==> config.mk <==
export PLATFORM = sky130hd
export DESIGN_NAME = mem_arbiter
export DESIGN_NICKNAME = d
export VERILOG_FILES = /design/src/rtl/mem_arbiter_pkg.sv /design/src/rtl/mem_arbiter.sv
export SDC_FILE = /design/constraint.sdc
export NUM_CORES = 1
export LEC_CHECK = 0
export ABC_AREA = 1
export CORE_AREA = 2 2 77 79
export CTS_CLUSTER_SIZE = 28
export DETAILED_ROUTE_END_ITERATION = 16
export DIE_AREA = 0 0 79 81
export PLACE_DENSITY = 0.8
export SYNTH_ARGS = -nofsm -noshare
export SYNTH_HDL_FRONTEND = slang
export SYNTH_SLANG_ARGS = --single-unit
==> constraint.sdc <==
create_clock -name clk -period 3.4 [get_ports clk]
set_input_delay 1.02 -clock clk [delete_from_list [all_inputs] [get_ports clk]]
set_output_delay 1.02 -clock clk [all_outputs]
set_load 0.03 [all_outputs]
==> src/rtl/mem_arbiter_pkg.sv <==
// Shared constants for the two-port memory arbiter: ownership state encoding,
// port indices and the round-robin tie-break helper.
package mem_arbiter_pkg;

    typedef enum logic [1:0] {
        ST_IDLE = 2'd0,
        ST_OWN0 = 2'd1,
        ST_OWN1 = 2'd2
    } arb_state_e;

    localparam logic PORT0 = 1'b0;
    localparam logic PORT1 = 1'b1;

    // On a tie the port that did not win last time gets the slot.
    function automatic logic rr_pick(input logic last_winner);
        return ~last_winner;
    endfunction

endpackage

==> src/rtl/mem_arbiter.sv <==
// Two-port arbiter in front of a single-port synchronous memory.
// Port 0 (CPU) and port 1 (DMA/debug) compete per cycle; a port holding lock
// keeps ownership for up to MAX_BURST consecutive grants, after which the
// other port gets a turn. Read data comes back one cycle after the grant and
// is steered to the requesting port by rvalid0/rvalid1.
//
// state   | meaning
// --------+-------------------------------------------------------------
// IDLE    | nobody owns the memory; round-robin on a tie
// OWN0    | port 0 holds a lock; it wins whenever req0 is high
// OWN1    | port 1 holds a lock; it wins whenever req1 is high
module mem_arbiter
    import mem_arbiter_pkg::*;
#(
    parameter int unsigned ADDR_W    = 8,
    parameter int unsigned DATA_W    = 32,
    parameter int unsigned MAX_BURST = 4
) (
    input  logic              clk,
    input  logic              rst_n,

    input  logic              req0,
    input  logic              lock0,
    input  logic              we0,
    input  logic [ADDR_W-1:0] addr0,
    input  logic [DATA_W-1:0] wdata0,

    input  logic              req1,
    input  logic              lock1,
    input  logic              we1,
    input  logic [ADDR_W-1:0] addr1,
    input  logic [DATA_W-1:0] wdata1,

    output logic              gnt0,
    output logic              gnt1,
    output logic              rvalid0,
    output logic              rvalid1,
    output logic [DATA_W-1:0] rdata,

    output logic              mem_en,
    output logic              mem_we,
    output logic [ADDR_W-1:0] mem_addr,
    output logic [DATA_W-1:0] mem_wdata,
    input  logic [DATA_W-1:0] mem_rdata
);

    localparam int unsigned      CNT_W     = $clog2(MAX_BURST + 1);
    localparam logic [CNT_W-1:0] BURST_LIM = CNT_W'(MAX_BURST);
    localparam logic [CNT_W-1:0] CNT_ONE   = CNT_W'(1);

    arb_state_e       state_q, state_d;
    logic [CNT_W-1:0] cnt_q, cnt_d, cnt_upd;
    logic             last_q, last_d;
    logic             rvalid0_q, rvalid0_d;
    logic             rvalid1_q, rvalid1_d;

    logic             win_any;
    logic             win_port;
    logic             own_hit;
    logic             win_lock;
    logic             win_we;

    // Winner selection: a live owner beats everything, otherwise single
    // requester or round-robin. Reset forces no grant so nothing reaches the
    // memory while rst_n is low.
    always_comb begin
        win_any  = 1'b0;
        win_port = PORT0;
        own_hit  = 1'b0;
        if (state_q == ST_OWN0 && req0) begin
            win_any  = 1'b1;
            win_port = PORT0;
            own_hit  = 1'b1;
        end else if (state_q == ST_OWN1 && req1) begin
            win_any  = 1'b1;
            win_port = PORT1;
            own_hit  = 1'b1;
        end else if (req0 && req1) begin
            win_any  = 1'b1;
            win_port = rr_pick(last_q);
        end else if (req0) begin
            win_any  = 1'b1;
            win_port = PORT0;
        end else if (req1) begin
            win_any  = 1'b1;
            win_port = PORT1;
        end
        if (!rst_n) begin
            win_any = 1'b0;
            own_hit = 1'b0;
        end
        win_lock = (win_port == PORT1) ? lock1 : lock0;
        win_we   = (win_port == PORT1) ? we1   : we0;
    end

    // Grant strobes and memory command, zeroed when there is no winner.
    always_comb begin
        gnt0      = win_any && (win_port == PORT0);
        gnt1      = win_any && (win_port == PORT1);
        mem_en    = win_any;
        mem_we    = win_any && win_we;
        mem_addr  = '0;
        mem_wdata = '0;
        if (win_any) begin
            mem_addr  = (win_port == PORT1) ? addr1  : addr0;
            mem_wdata = (win_port == PORT1) ? wdata1 : wdata0;
        end
    end

    // Next ownership, burst count, last winner and read-return flags.
    // A grant that did not come from a live owner starts a fresh burst at 1.
    always_comb begin
        state_d   = ST_IDLE;
        cnt_d     = '0;
        last_d    = last_q;
        rvalid0_d = 1'b0;
        rvalid1_d = 1'b0;
        cnt_upd   = own_hit ? (cnt_q + CNT_ONE) : CNT_ONE;
        if (win_any) begin
            last_d = win_port;
            if (win_lock && (cnt_upd < BURST_LIM)) begin
                state_d = (win_port == PORT1) ? ST_OWN1 : ST_OWN0;
                cnt_d   = cnt_upd;
            end
            rvalid0_d = !win_we && (win_port == PORT0);
            rvalid1_d = !win_we && (win_port == PORT1);
        end
    end

    // State registers; last winner resets to port 1 so port 0 wins the first tie.
    always_ff @(posedge clk or negedge rst_n) begin
        if (!rst_n) begin
            state_q   <= ST_IDLE;
            cnt_q     <= '0;
            last_q    <= PORT1;
            rvalid0_q <= 1'b0;
            rvalid1_q <= 1'b0;
        end else begin
            state_q   <= state_d;
            cnt_q     <= cnt_d;
            last_q    <= last_d;
            rvalid0_q <= rvalid0_d;
            rvalid1_q <= rvalid1_d;
        end
    end

    // Memory read data is shared; rvalid tells each port whether it is theirs.
    always_comb begin
        rvalid0 = rvalid0_q;
        rvalid1 = rvalid1_q;
        rdata   = mem_rdata;
    end

endmodule

==> key figures <==
Worst setup path
  • Critical path class: input port to output port
  • CP Max Fanout: 10
  • Buf/Inv on CP: 4
  • CP Depth: 11
  • Crit path max-delay family: buffers and inverters
  • Startpoint class of the critical path: input port
  • Worst path arrival time: 2250 ps
  • Type of destination of the critical path: output port
  • CP dominant cell by count: nand2_1
  • FF-to-FF path depth: 9
  • Critical path, cell by cell: clkdlybuf4s15_1, nand2_1, nand2_1, nand2_2, nand2_2, nor2_4, buf_6, clkbuf_16, nand2_1, nand2_1, buf_12
  • Max stage delay cell, worst path: clkdlybuf4s15_1
  • Critical Path RT: 2380 ps
  • Crit-path max cell delay: 230 ps

Die
  • Die Width: 79 µm
  • Core ar.: 5680 µm²
  • Die Height: 81 µm
  • # IOs: 198
  • Die ar.: 6400 µm²
  • # rows: 28
  • Starting Density: 0.204

Yosys
  • Synth Warn #: 0
  • Synthesized cell area: 1160 µm²
  • Syn nets: 331
  • Seq cells post-synth: 8
  • Synth Instances: 210
  • Yosys cell types: 14
  • Avg Cell Area, Syn: 5.51 µm²
  • Seq/Total Area, Yosys: 0.174

Timing
  • Min Tclk post-route: 3270 ps
  • Final Setup Violations: 0
  • Maximum clock rate: 306 MHz
  • Period utilisation layout: 0.962
  • Slew Limit Fails: 0
  • Final Hold Viols: 0
  • Final setup margin: 128 ps
  • Unrepaired setup endpoints after global routing: no
  • Layout Skew: 2.59 ps
  • Setup TNS: 0 ps

Final layout
  • Layout area overhead: 118%
  • Final Core Density: 0.445
  • Final net count: 444
  • N_diodes: 0
  • Layout cell share with drive strength beyond 1: 0.220

Routing
  • DRC Markers: 0
  • Remaining antenna violation count after routing: 0
  • Total Wirelength: 4610 µm
  • Vias/cell: 4.08
  • Vias: 1619
  • DRT iter0 DRCs: 49
  • Avg WL per Cell: 11.6 µm
  • Total iterations of the first detailed-routing run: 4

Power
  • Leakage: 1.30 nW
  • Pwr/cell area: 258 nW/µm²
  • IR drop worst, VDD: 156 µV

Clocking
  • H-Tree Depth: 1
  • Num CTS Buffers: 3
  • Clock Tree Buf Depth: 2
  • CTS clk-pin slew, worst paths: 40 ps
  • # clock sinks: 8
  • TritonCTS clock tree: built
  • Worst-Skew Late Latency: 230 ps
  • Clk Tree Root Cell: clkbuf_8

Place
  • GPL Wtd Cong: 0.747
  • Pre-CTS setup slack: -88.9 ps
  • Buffers added on ports: 133
  • Final HPWL DP: 3330 µm

Global routing
  • Vias in the first global route: 1358
  • Largest net degree at the start of global routing: 23
  • All-Layer GR Usage: 0.114
  • Total congestion overflow: 0
  • Initial antenna violation count: 0
  • First-pass GRT wire length: 5830 µm

Job
  • Max cap viols: 0

Hold path
  • Worst Hold Depth: 2
  • HP Class: flop to flop

Run status
  • Status: complete, no violations
## area by class of cell
class                      instances  area (µm²)
clock buffer                       4        45.0
sequential                         8         201
tap                               75        93.8
timing repair buffer             148        1520
multi-input combinational        156         632
fill                             578        3150
inverter                           6        27.5
## layout by cell type (no fill, tap or decap)
cell,Yosys,final
buf_12,0,5
buf_16,0,1
buf_4,36,36
buf_6,4,14
clkbuf_1,0,1
clkbuf_16,0,3
clkbuf_8,0,3
clkdlybuf4s15_1,0,2
clkdlybuf4s50_1,0,86
clkinv_4,0,1
conb_1,1,1
dfrtp_1,7,7
dfstp_2,1,1
dlymetal6s2s_1,0,1
ha_1,1,1
inv_1,5,4
inv_2,1,1
nand2_1,137,136
nand2_2,2,3
nand3_1,4,3
nand3_2,0,1
nor2_1,9,9
nor2_4,1,1
o21ai_4,0,1
## cells in the mapped netlist
master	instances	area, µm²
dfrtp_1	7	175
o21ai_2	1	8.76
dfstp_2	1	26.3
nand2_1	137	514
inv_1	5	18.8
inv_2	1	3.75
ha_1	1	12.5
buf_4	36	270
nand3_1	4	20.0
buf_6	4	45.0
conb_1	1	3.75
nand2_2	2	12.5
nor2_4	1	11.3
nor2_1	9	33.8
## report_power, final
group / leakage [nW] / internal [mW] / switching (mW)
Combinational: 1.18 / 0.219 / 0.208
Clock: 0.0228 / 0.0812 / 0.0370
Sequential: 0.103 / 0.104 / 0.00309
Total: 1.30 / 0.403 / 0.248
## path summary, 6_finish.rpt
path                       slack, ps    from        to
min in group asynchronous        810   rst_n  cnt_q[0]
hold reg to reg                  470  last_q    last_q
hold / removal                   470  last_q    last_q
setup / recovery                 130    req0    mem_we
max in group asynchronous       2380   rst_n    last_q
setup reg to reg                1970  last_q   rvalid1
## layer usage
layer,GRT usage,part of all wire
met2,0.207,0.52
met3,0.0378,0.11
met4,0.0655,0.025
met1,0.115,0.35
met5,0,0
## tightest hold or removal path: cells and delay by family, from the launching register on
| kind | cells | cell delay [ps] |
|---|---|---|
| simple gates | 2 | 110 |
| flops | 1 | 360 |
## metrics by stage
stage	power [mW]	cell area (µm²)	std cells	hold WS [ps]
after detailed placement	0.492	2280	386	467
after floorplan	0.359	1160	210	447
after global placement	0.488	2280	386	463
after global routing	0.694	2520	397	493
final	0.652	2520	397	475
after CTS	0.626	2370	394	474
## logic make-up (layout without fill, tap and decap cells)
family | count (synthesis) | in the layout | synth area share
fa+ha+maj | 1 | 1 | 0.0108
simple gates | 153 | 153 | 0.512
compound gates | 1 | 1 | 0.00758
flops | 8 | 8 | 0.174
buf+inv | 46 | 158 | 0.292
other cells | 1 | 1 | 0.00324
## registers in the layout, indices dropped and copies added (netlist names)
signal and count:
state_q 2, last_q 1, rvalid0 1, rvalid1 1, cnt_q 3
## what timing repair did
item	4_1_cts	5_1_grt
hold buffers	0	0
setup buffers	3	0
endpoints found under the setup margin	41	40
resized for setup	3	24
pin swaps	2	1
cloned	1	3
Note: power is estimated with default switching activity, not from simulation.
